### src/rtl/sram_arb_pkg.sv
// Shared types for the SRAM port arbiter: FSM states, port indices and
// the operation encoding that the grant register carries.
package sram_arb_pkg;

    typedef enum logic [1:0] {
        IDLE,
        ISSUE,
        WAIT,
        RESP
    } state_t;

    typedef enum logic {
        OP_RD,
        OP_WR
    } op_t;

    localparam logic PORT_D = 1'b0;
    localparam logic PORT_I = 1'b1;

    // Starvation counter width; it must hold the largest legal STARVE_LIMIT (15).
    localparam int unsigned STARVE_CNT_W = 4;

endpackage

### src/rtl/sram_port_arbiter_if.sv
// Bundle of the two requester ports and the downstream SRAM controller port.
// master: requesters plus controller; slave: the arbiter itself.
interface sram_port_arbiter_if #(
    parameter int unsigned ADDR_W = 32,
    parameter int unsigned DATA_W = 32
);

    logic              d_rd_en;
    logic              d_wr_en;
    logic [ADDR_W-1:0] d_address;
    logic [DATA_W-1:0] d_write_data;
    logic              d_ready;
    logic [DATA_W-1:0] d_read_data;

    logic              i_rd_en;
    logic [ADDR_W-1:0] i_address;
    logic              i_ready;
    logic [DATA_W-1:0] i_read_data;

    logic              mem_rd_en;
    logic              mem_wr_en;
    logic [ADDR_W-1:0] mem_address;
    logic [DATA_W-1:0] mem_write_data;
    logic              mem_ready;
    logic [DATA_W-1:0] mem_read_data;

    logic              owner;

    modport master (
        output d_rd_en, d_wr_en, d_address, d_write_data,
        input  d_ready, d_read_data,
        output i_rd_en, i_address,
        input  i_ready, i_read_data,
        input  mem_rd_en, mem_wr_en, mem_address, mem_write_data,
        output mem_ready, mem_read_data,
        input  owner
    );

    modport slave (
        input  d_rd_en, d_wr_en, d_address, d_write_data,
        output d_ready, d_read_data,
        input  i_rd_en, i_address,
        output i_ready, i_read_data,
        output mem_rd_en, mem_wr_en, mem_address, mem_write_data,
        input  mem_ready, mem_read_data,
        output owner
    );

endinterface

### src/rtl/sram_arb_pick.sv
// Combinational winner selection between port D and port I.
// SRAM_ARB_RR_EN selects round-robin; otherwise fixed D priority with a starvation guard.
module sram_arb_pick
    import sram_arb_pkg::*;
(
    input  logic d_req,
    input  logic i_req,
    input  logic last_owner,
    input  logic at_limit,
    output logic grant_valid,
    output logic grant_port
);

    assign grant_valid = d_req | i_req;

`ifdef SRAM_ARB_RR_EN
    logic unused_at_limit;
    assign unused_at_limit = at_limit;

    always_comb begin
        grant_port = PORT_D;
        if (d_req && i_req) begin
            grant_port = ~last_owner;
        end else if (i_req) begin
            grant_port = PORT_I;
        end
    end
`else
    logic unused_last_owner;
    assign unused_last_owner = last_owner;

    // I only overtakes a requesting D once D has been favoured STARVE_LIMIT times in a row.
    always_comb begin
        grant_port = PORT_D;
        if (i_req && (!d_req || at_limit)) begin
            grant_port = PORT_I;
        end
    end
`endif

endmodule

### src/rtl/sram_port_arbiter.sv
// Serialises port D (load/store) and port I (fetch) onto one SRAM controller port.
// Arbitration policy is chosen in sram_arb_pick by SRAM_ARB_RR_EN.
module sram_port_arbiter
    import sram_arb_pkg::*;
#(
    parameter int unsigned ADDR_W       = 32,
    parameter int unsigned DATA_W       = 32,
    parameter int unsigned STARVE_LIMIT = 4
) (
    input logic                clk,
    input logic                rst,
    sram_port_arbiter_if.slave bus
);

    state_t                  state;
    op_t                     g_op;
    logic                    owner_q;
    logic                    mem_rd_q;
    logic                    mem_wr_q;
    logic [ADDR_W-1:0]       addr_q;
    logic [DATA_W-1:0]       wdata_q;
    logic [DATA_W-1:0]       d_buf;
    logic [DATA_W-1:0]       i_buf;
    logic [STARVE_CNT_W-1:0] starve_cnt;

    logic d_req;
    logic i_req;
    logic at_limit;
    logic grant_valid;
    logic grant_port;
    op_t  win_op;

    assign d_req    = bus.d_rd_en | bus.d_wr_en;
    assign i_req    = bus.i_rd_en;
    assign at_limit = (starve_cnt == STARVE_CNT_W'(STARVE_LIMIT));

    sram_arb_pick u_pick (
        .d_req       (d_req),
        .i_req       (i_req),
        .last_owner  (owner_q),
        .at_limit    (at_limit),
        .grant_valid (grant_valid),
        .grant_port  (grant_port)
    );

    // A D request with both enables high is a write.
    always_comb begin
        win_op = OP_RD;
        if (grant_port == PORT_D && bus.d_wr_en) begin
            win_op = OP_WR;
        end
    end

    always_ff @(posedge clk) begin
        if (rst) begin
            state      <= IDLE;
            g_op       <= OP_RD;
            owner_q    <= PORT_D;
            mem_rd_q   <= 1'b0;
            mem_wr_q   <= 1'b0;
            addr_q     <= '0;
            wdata_q    <= '0;
            d_buf      <= '0;
            i_buf      <= '0;
            starve_cnt <= '0;
        end else begin
            case (state)
                IDLE: begin
                    if (grant_valid) begin
                        owner_q  <= grant_port;
                        g_op     <= win_op;
                        mem_rd_q <= (win_op == OP_RD);
                        mem_wr_q <= (win_op == OP_WR);
                        if (grant_port == PORT_D) begin
                            addr_q  <= bus.d_address;
                            wdata_q <= bus.d_write_data;
                            if (i_req && !at_limit) begin
                                starve_cnt <= starve_cnt + 1'b1;
                            end
                        end else begin
                            addr_q     <= bus.i_address;
                            wdata_q    <= '0;
                            starve_cnt <= '0;
                        end
                        state <= ISSUE;
                    end
                end
                ISSUE: begin
                    state <= WAIT;
                end
                WAIT: begin
                    if (bus.mem_ready) begin
                        if (g_op == OP_RD) begin
                            if (owner_q == PORT_D) begin
                                d_buf <= bus.mem_read_data;
                            end else begin
                                i_buf <= bus.mem_read_data;
                            end
                        end
                        mem_rd_q <= 1'b0;
                        mem_wr_q <= 1'b0;
                        state    <= RESP;
                    end
                end
                RESP: begin
                    state <= IDLE;
                end
                default: begin
                    state <= IDLE;
                end
            endcase
        end
    end

    // Ready drops combinationally with a new request; a withdrawn request sees ready at once.
    assign bus.d_ready = !d_req || (state == RESP && owner_q == PORT_D);
    assign bus.i_ready = !i_req || (state == RESP && owner_q == PORT_I);

    assign bus.d_read_data    = d_buf;
    assign bus.i_read_data    = i_buf;
    assign bus.mem_rd_en      = mem_rd_q;
    assign bus.mem_wr_en      = mem_wr_q;
    assign bus.mem_address    = addr_q;
    assign bus.mem_write_data = wdata_q;
    assign bus.owner          = owner_q;

endmodule

### src/flat_wrapper.sv
// flat-port wrapper written by rule: the top's interface ports become plain ports
module sram_port_arbiter_flat import sram_arb_pkg::*;
#(
    parameter int unsigned ADDR_W       = 32,
    parameter int unsigned DATA_W       = 32,
    parameter int unsigned STARVE_LIMIT = 4
)
  (clk, rst, bus_d_rd_en, bus_d_wr_en, bus_d_address, bus_d_write_data, bus_d_ready, bus_d_read_data, bus_i_rd_en, bus_i_address, bus_i_ready, bus_i_read_data, bus_mem_rd_en, bus_mem_wr_en, bus_mem_address, bus_mem_write_data, bus_mem_ready, bus_mem_read_data, bus_owner);
  sram_port_arbiter_if #(.ADDR_W(ADDR_W), .DATA_W(DATA_W)) bus_i ();
  input logic clk;
  input logic rst;
  input wire logic [$bits(bus_i.d_rd_en)-1:0] bus_d_rd_en;
  input wire logic [$bits(bus_i.d_wr_en)-1:0] bus_d_wr_en;
  input wire logic [$bits(bus_i.d_address)-1:0] bus_d_address;
  input wire logic [$bits(bus_i.d_write_data)-1:0] bus_d_write_data;
  output wire logic [$bits(bus_i.d_ready)-1:0] bus_d_ready;
  output wire logic [$bits(bus_i.d_read_data)-1:0] bus_d_read_data;
  input wire logic [$bits(bus_i.i_rd_en)-1:0] bus_i_rd_en;
  input wire logic [$bits(bus_i.i_address)-1:0] bus_i_address;
  output wire logic [$bits(bus_i.i_ready)-1:0] bus_i_ready;
  output wire logic [$bits(bus_i.i_read_data)-1:0] bus_i_read_data;
  output wire logic [$bits(bus_i.mem_rd_en)-1:0] bus_mem_rd_en;
  output wire logic [$bits(bus_i.mem_wr_en)-1:0] bus_mem_wr_en;
  output wire logic [$bits(bus_i.mem_address)-1:0] bus_mem_address;
  output wire logic [$bits(bus_i.mem_write_data)-1:0] bus_mem_write_data;
  input wire logic [$bits(bus_i.mem_ready)-1:0] bus_mem_ready;
  input wire logic [$bits(bus_i.mem_read_data)-1:0] bus_mem_read_data;
  output wire logic [$bits(bus_i.owner)-1:0] bus_owner;
  assign bus_i.d_rd_en = bus_d_rd_en;
  assign bus_i.d_wr_en = bus_d_wr_en;
  assign bus_i.d_address = bus_d_address;
  assign bus_i.d_write_data = bus_d_write_data;
  assign bus_d_ready = bus_i.d_ready;
  assign bus_d_read_data = bus_i.d_read_data;
  assign bus_i.i_rd_en = bus_i_rd_en;
  assign bus_i.i_address = bus_i_address;
  assign bus_i_ready = bus_i.i_ready;
  assign bus_i_read_data = bus_i.i_read_data;
  assign bus_mem_rd_en = bus_i.mem_rd_en;
  assign bus_mem_wr_en = bus_i.mem_wr_en;
  assign bus_mem_address = bus_i.mem_address;
  assign bus_mem_write_data = bus_i.mem_write_data;
  assign bus_i.mem_ready = bus_mem_ready;
  assign bus_i.mem_read_data = bus_mem_read_data;
  assign bus_owner = bus_i.owner;
  sram_port_arbiter #(.ADDR_W(ADDR_W), .DATA_W(DATA_W), .STARVE_LIMIT(STARVE_LIMIT)) u_core (.clk(clk), .rst(rst), .bus(bus_i));
endmodule
### config.mk
export PLATFORM = sky130hd
export DESIGN_NAME = sram_port_arbiter_flat
export DESIGN_NICKNAME = d
export VERILOG_FILES = /design/src/rtl/sram_arb_pkg.sv /design/src/rtl/sram_port_arbiter_if.sv /design/src/rtl/sram_arb_pick.sv /design/src/rtl/sram_port_arbiter.sv /design/src/flat_wrapper.sv
export SDC_FILE = /design/constraint.sdc
export NUM_CORES = 1
export LEC_CHECK = 0
export CAP_MARGIN = 0
export CORE_MARGIN = 4
export CORE_UTILIZATION = 40
export CTS_BUF_LIST = sky130_fd_sc_hd__clkbuf_4 sky130_fd_sc_hd__clkbuf_8
export DETAILED_ROUTE_END_ITERATION = 8
export PLACE_DENSITY = 0.75
export SYNTH_ARGS = -nofsm -noshare
export SYNTH_HDL_FRONTEND = slang
export SYNTH_SLANG_ARGS = --single-unit
export TNS_END_PERCENT = 20
### constraint.sdc
create_clock -name clk -period 2.1 [get_ports clk]
set_clock_uncertainty 0.2 [all_clocks]
set_input_delay 0.42 -clock clk [delete_from_list [all_inputs] [get_ports clk]]
set_output_delay 0.42 -clock clk [all_outputs]
set_load 0.02 [all_outputs]
==> out/qor.yml <==
drt:
  highest_layer: "met4"
  wl_met3_mm: 1.52
  ant_nets: 0
  dr_wl_met2_mm: 8.75
  vias: 5885
  vias_per_cell: 5.19
  drc_errors: 0
  initialDrtViolationCount: 398
  drt-met1-wl_mm: 7.41
  drt_first_pass_iters: 4
  wire_per_inst_um: 16.1
  finalWirelength_mm: 18.3
setup_path:
  crit_family: "buffers and inverters"
  path_class: "reg -> out"
  required_ns: 1.48
  ff2ff_setup_slack_ns: 0.15
  worstPathArrival_ns: 1.42
  critical_path.max_stage_delay_ns: 0.65
  path_buf_inv: 1
  crit_fanout: 2
  critPathCaptureType: "output port"
  start_kind: "flip-flop"
  worstPathCellList: "clkdlybuf4s50_1"
  rr_startpoint: "u_core.starve_cnt[0]"
  crit_path_top_delay_cell: "clkdlybuf4s50_1"
  regToRegEndpoint: "u_core.bus.mem_address[26]"
  r2r_cells: 6
  worst-path-stages: 1
cells_and_area:
  fill_cells: 1242
  drive_gt1_frac: 0.120
  areaGrowthSynthToFinish_pct: 59.4
  nNetsFinal: 1080
  final_util: 0.660
  antenna_cells: 0
  final_common_cell: "clkdlybuf4s50_1"
  final_cell_mix: "clkdlybuf4s50_1 (257), nand2_1 (169), dfxtp_1 (137)"
yosys:
  ys_ff_latch: 138
  ys_types: 40
  async_flop_share: 0
  synth-edff-count: 0
  yosysSeqAreaShare: 0.473
  synth_top_family_by_area: "compound AO/OA/AOI/OAI gates"
  ys_warn_count: 0
  synth-adder-area-share: 0.0107
  synth_top_area_share: 0.473
  ys_top_cells_by_area: "dfxtp_1 (47%), nand2_1 (11%), a21oi_1 (8.7%), a311oi_2 (7.7%), o211ai_1 (4.2%)"
  avgSynthCellArea_um2: 8.50
  synth_flop_cell: "dfxtp_1"
  synthSimpleGateAreaFrac: 0.222
  synth_compound_area_frac: 0.228
  synthMuxAreaShare: 0
  syn_inst: 687
  netlist_area_um2: 5840
  synth_nets: 826
  synth_xor_area_frac: 0
  yosys.area.top_type: "dfxtp_1"
clock_network:
  cts_setup_buffers: 0
  holdBufCountCts: 0
  htree_levels: 4
  clkTransAtPathRegs_ns: 0.08
  cts_buffers: 17
  max-clock-path-buffers: 2
  clk_latency_ns: 0.44
  tritoncts: "built"
  cts-root-buf: "clkbuf_8"
  clock_sinks: 138
sta:
  worst_slack_ns: 0.0556
  rsz0062_at_grt: "no"
  slew_viol_final: 0
  fmax_ghz: 0.489
  timing.final.crit_period_ns: 2.04
  relSlewSlack: 0.708
  holdWs_ns: 0.221
  worst_pin_slew_ns: 0.437
  period_share: 0.974
  hold_violations: 0
  setup_viol: 0
placed_design:
  port-buffer-count: 266
  dp_hpwl_mm: 12.8
  dp_slack_ns: -0.256
  gp_congestion: 0.791
pwr:
  power_leakage_nw: 3.35
  seq_power_share: 0.350
  pwr-share-clk: 0.254
  irDropWorstVdd_mv: 0.687
  switchingPower_mw: 3.32
  p_comb_frac: 0.397
  cellPowerDensity_nw_per_um2: 1030
  internal-power_mw: 6.23
  p_sw_frac: 0.347
global_route:
  antenna_found_initial: 0
  grt_pass1_wl_mm: 28.7
  grt_usage: 0.215
  grt_pass1_vias: 5774
  grt_max_degree: 55
  gr-total-overflow: 0
floorplanning:
  top_level_ports: 267
  row_count: 43
  die_h_um: 129
  die-area_um2: 16600
  coreArea_um2: 14100
  initial_core_util: 0.414
  die_w_um: 129
outcome:
  outcome: "complete, no violations"
hold_path:
  hp-class: "in -> reg"
  hold_end: "u_core.bus.mem_write_data[23]"
  min_from: "rst"
  worstHoldPathCells: 2
flow_run:
  cap_violations: 0
[how the worst max path moves through the flow]
stage                                    from                         end  slack (ns)
floorplan                u_core.starve_cnt[0]        u_core.starve_cnt[3]        0.30
global placement                  bus_i_rd_en  u_core.bus.mem_address[26]       -0.19
detailed placement                bus_i_rd_en  u_core.bus.mem_address[29]       -0.26
CTS                      u_core.bus.mem_wr_en               bus_mem_wr_en       0.002
global route        u_core.bus.mem_address[7]          bus_mem_address[7]      0.0004
finish              u_core.bus.mem_address[7]          bus_mem_address[7]        0.06
[metal layers]
layer	GRT usage	vias up
met3	0.0780	47
li1	-	2928
met2	0.355	209
met1	0.251	2701
met5	0	-
met4	0.0945	0
[what timing repair did]
action	CTS	global route
hold endpoints to repair	0	0
gates resized for setup	5	8
endpoints found under the setup margin	3	10
[cell usage after synthesis (2+ instances only)]
| master | number |
|---|---|
| buf_1 | 4 |
| nand4b_1 | 2 |
| nand3_1 | 34 |
| a311oi_2 | 30 |
| buf_2 | 30 |
| or4b_1 | 3 |
| dfxtp_1 | 138 |
| nor2_1 | 33 |
| nand4_1 | 32 |
| a31oi_1 | 2 |
| o211ai_1 | 33 |
| ha_1 | 5 |
| a311oi_1 | 2 |
| clkbuf_1 | 30 |
| a21oi_1 | 102 |
| nand3b_1 | 2 |
| or4_1 | 2 |
| inv_1 | 6 |
| o31ai_1 | 2 |
| buf_6 | 7 |
| nand2_1 | 169 |
[final cells by class]
| cell class | count | area (um2) | share of cell area |
|---|---|---|---|
| clock inverter | 11 | 168 | 0.0180 |
| sequential | 138 | 2760 | 0.297 |
| inverter | 6 | 22.5 | 0.00242 |
| tap | 180 | 225 | 0.0242 |
| timing repair buffer | 307 | 3140 | 0.338 |
| clock buffer | 20 | 275 | 0.0296 |
| multi-input combinational | 471 | 2710 | 0.291 |
[stage by stage]
step	cell area, um2	instances	setup TNS, ns	power (mW)
6_report	9310	1133	0	9.55
5_1_grt	9310	1133	0	10.1
4_1_cts	9300	1133	0	9.63
3_5_place_dp	8860	1102	-11.66	7.20
3_3_place_gp	8860	1102	-9.51	7.15
2_1_floorplan	5840	687	0	5.64
[registers in the layout, summed over array words and instances (netlist names), 2 cells and up]
register / flops
u_core.state: 2
u_core.bus.mem_address: 32
u_core.bus.i_read_data: 32
u_core.bus.d_read_data: 32
u_core.bus.mem_write_data: 32
u_core.starve_cnt: 4
[cells by family after synthesis]
logic type | after synthesis
buffers and inverters | 78
adders and majority gates | 5
and+or+nand+nor | 287
AOI/OAI and AO/OA | 179
DFF | 138
[power by group through the flow]
stage / logic (mW) / registers, mW / clock network (mW)
after detailed placement: 3.81 / 3.39 / 0
after CTS: 3.81 / 3.34 / 2.48
after floorplan: 1.73 / 3.91 / 0
final: 3.79 / 3.34 / 2.42
after global placement: 3.77 / 3.38 / 0
after global routing: 4.10 / 3.40 / 2.59
Note: power is estimated with default switching activity, not from simulation.
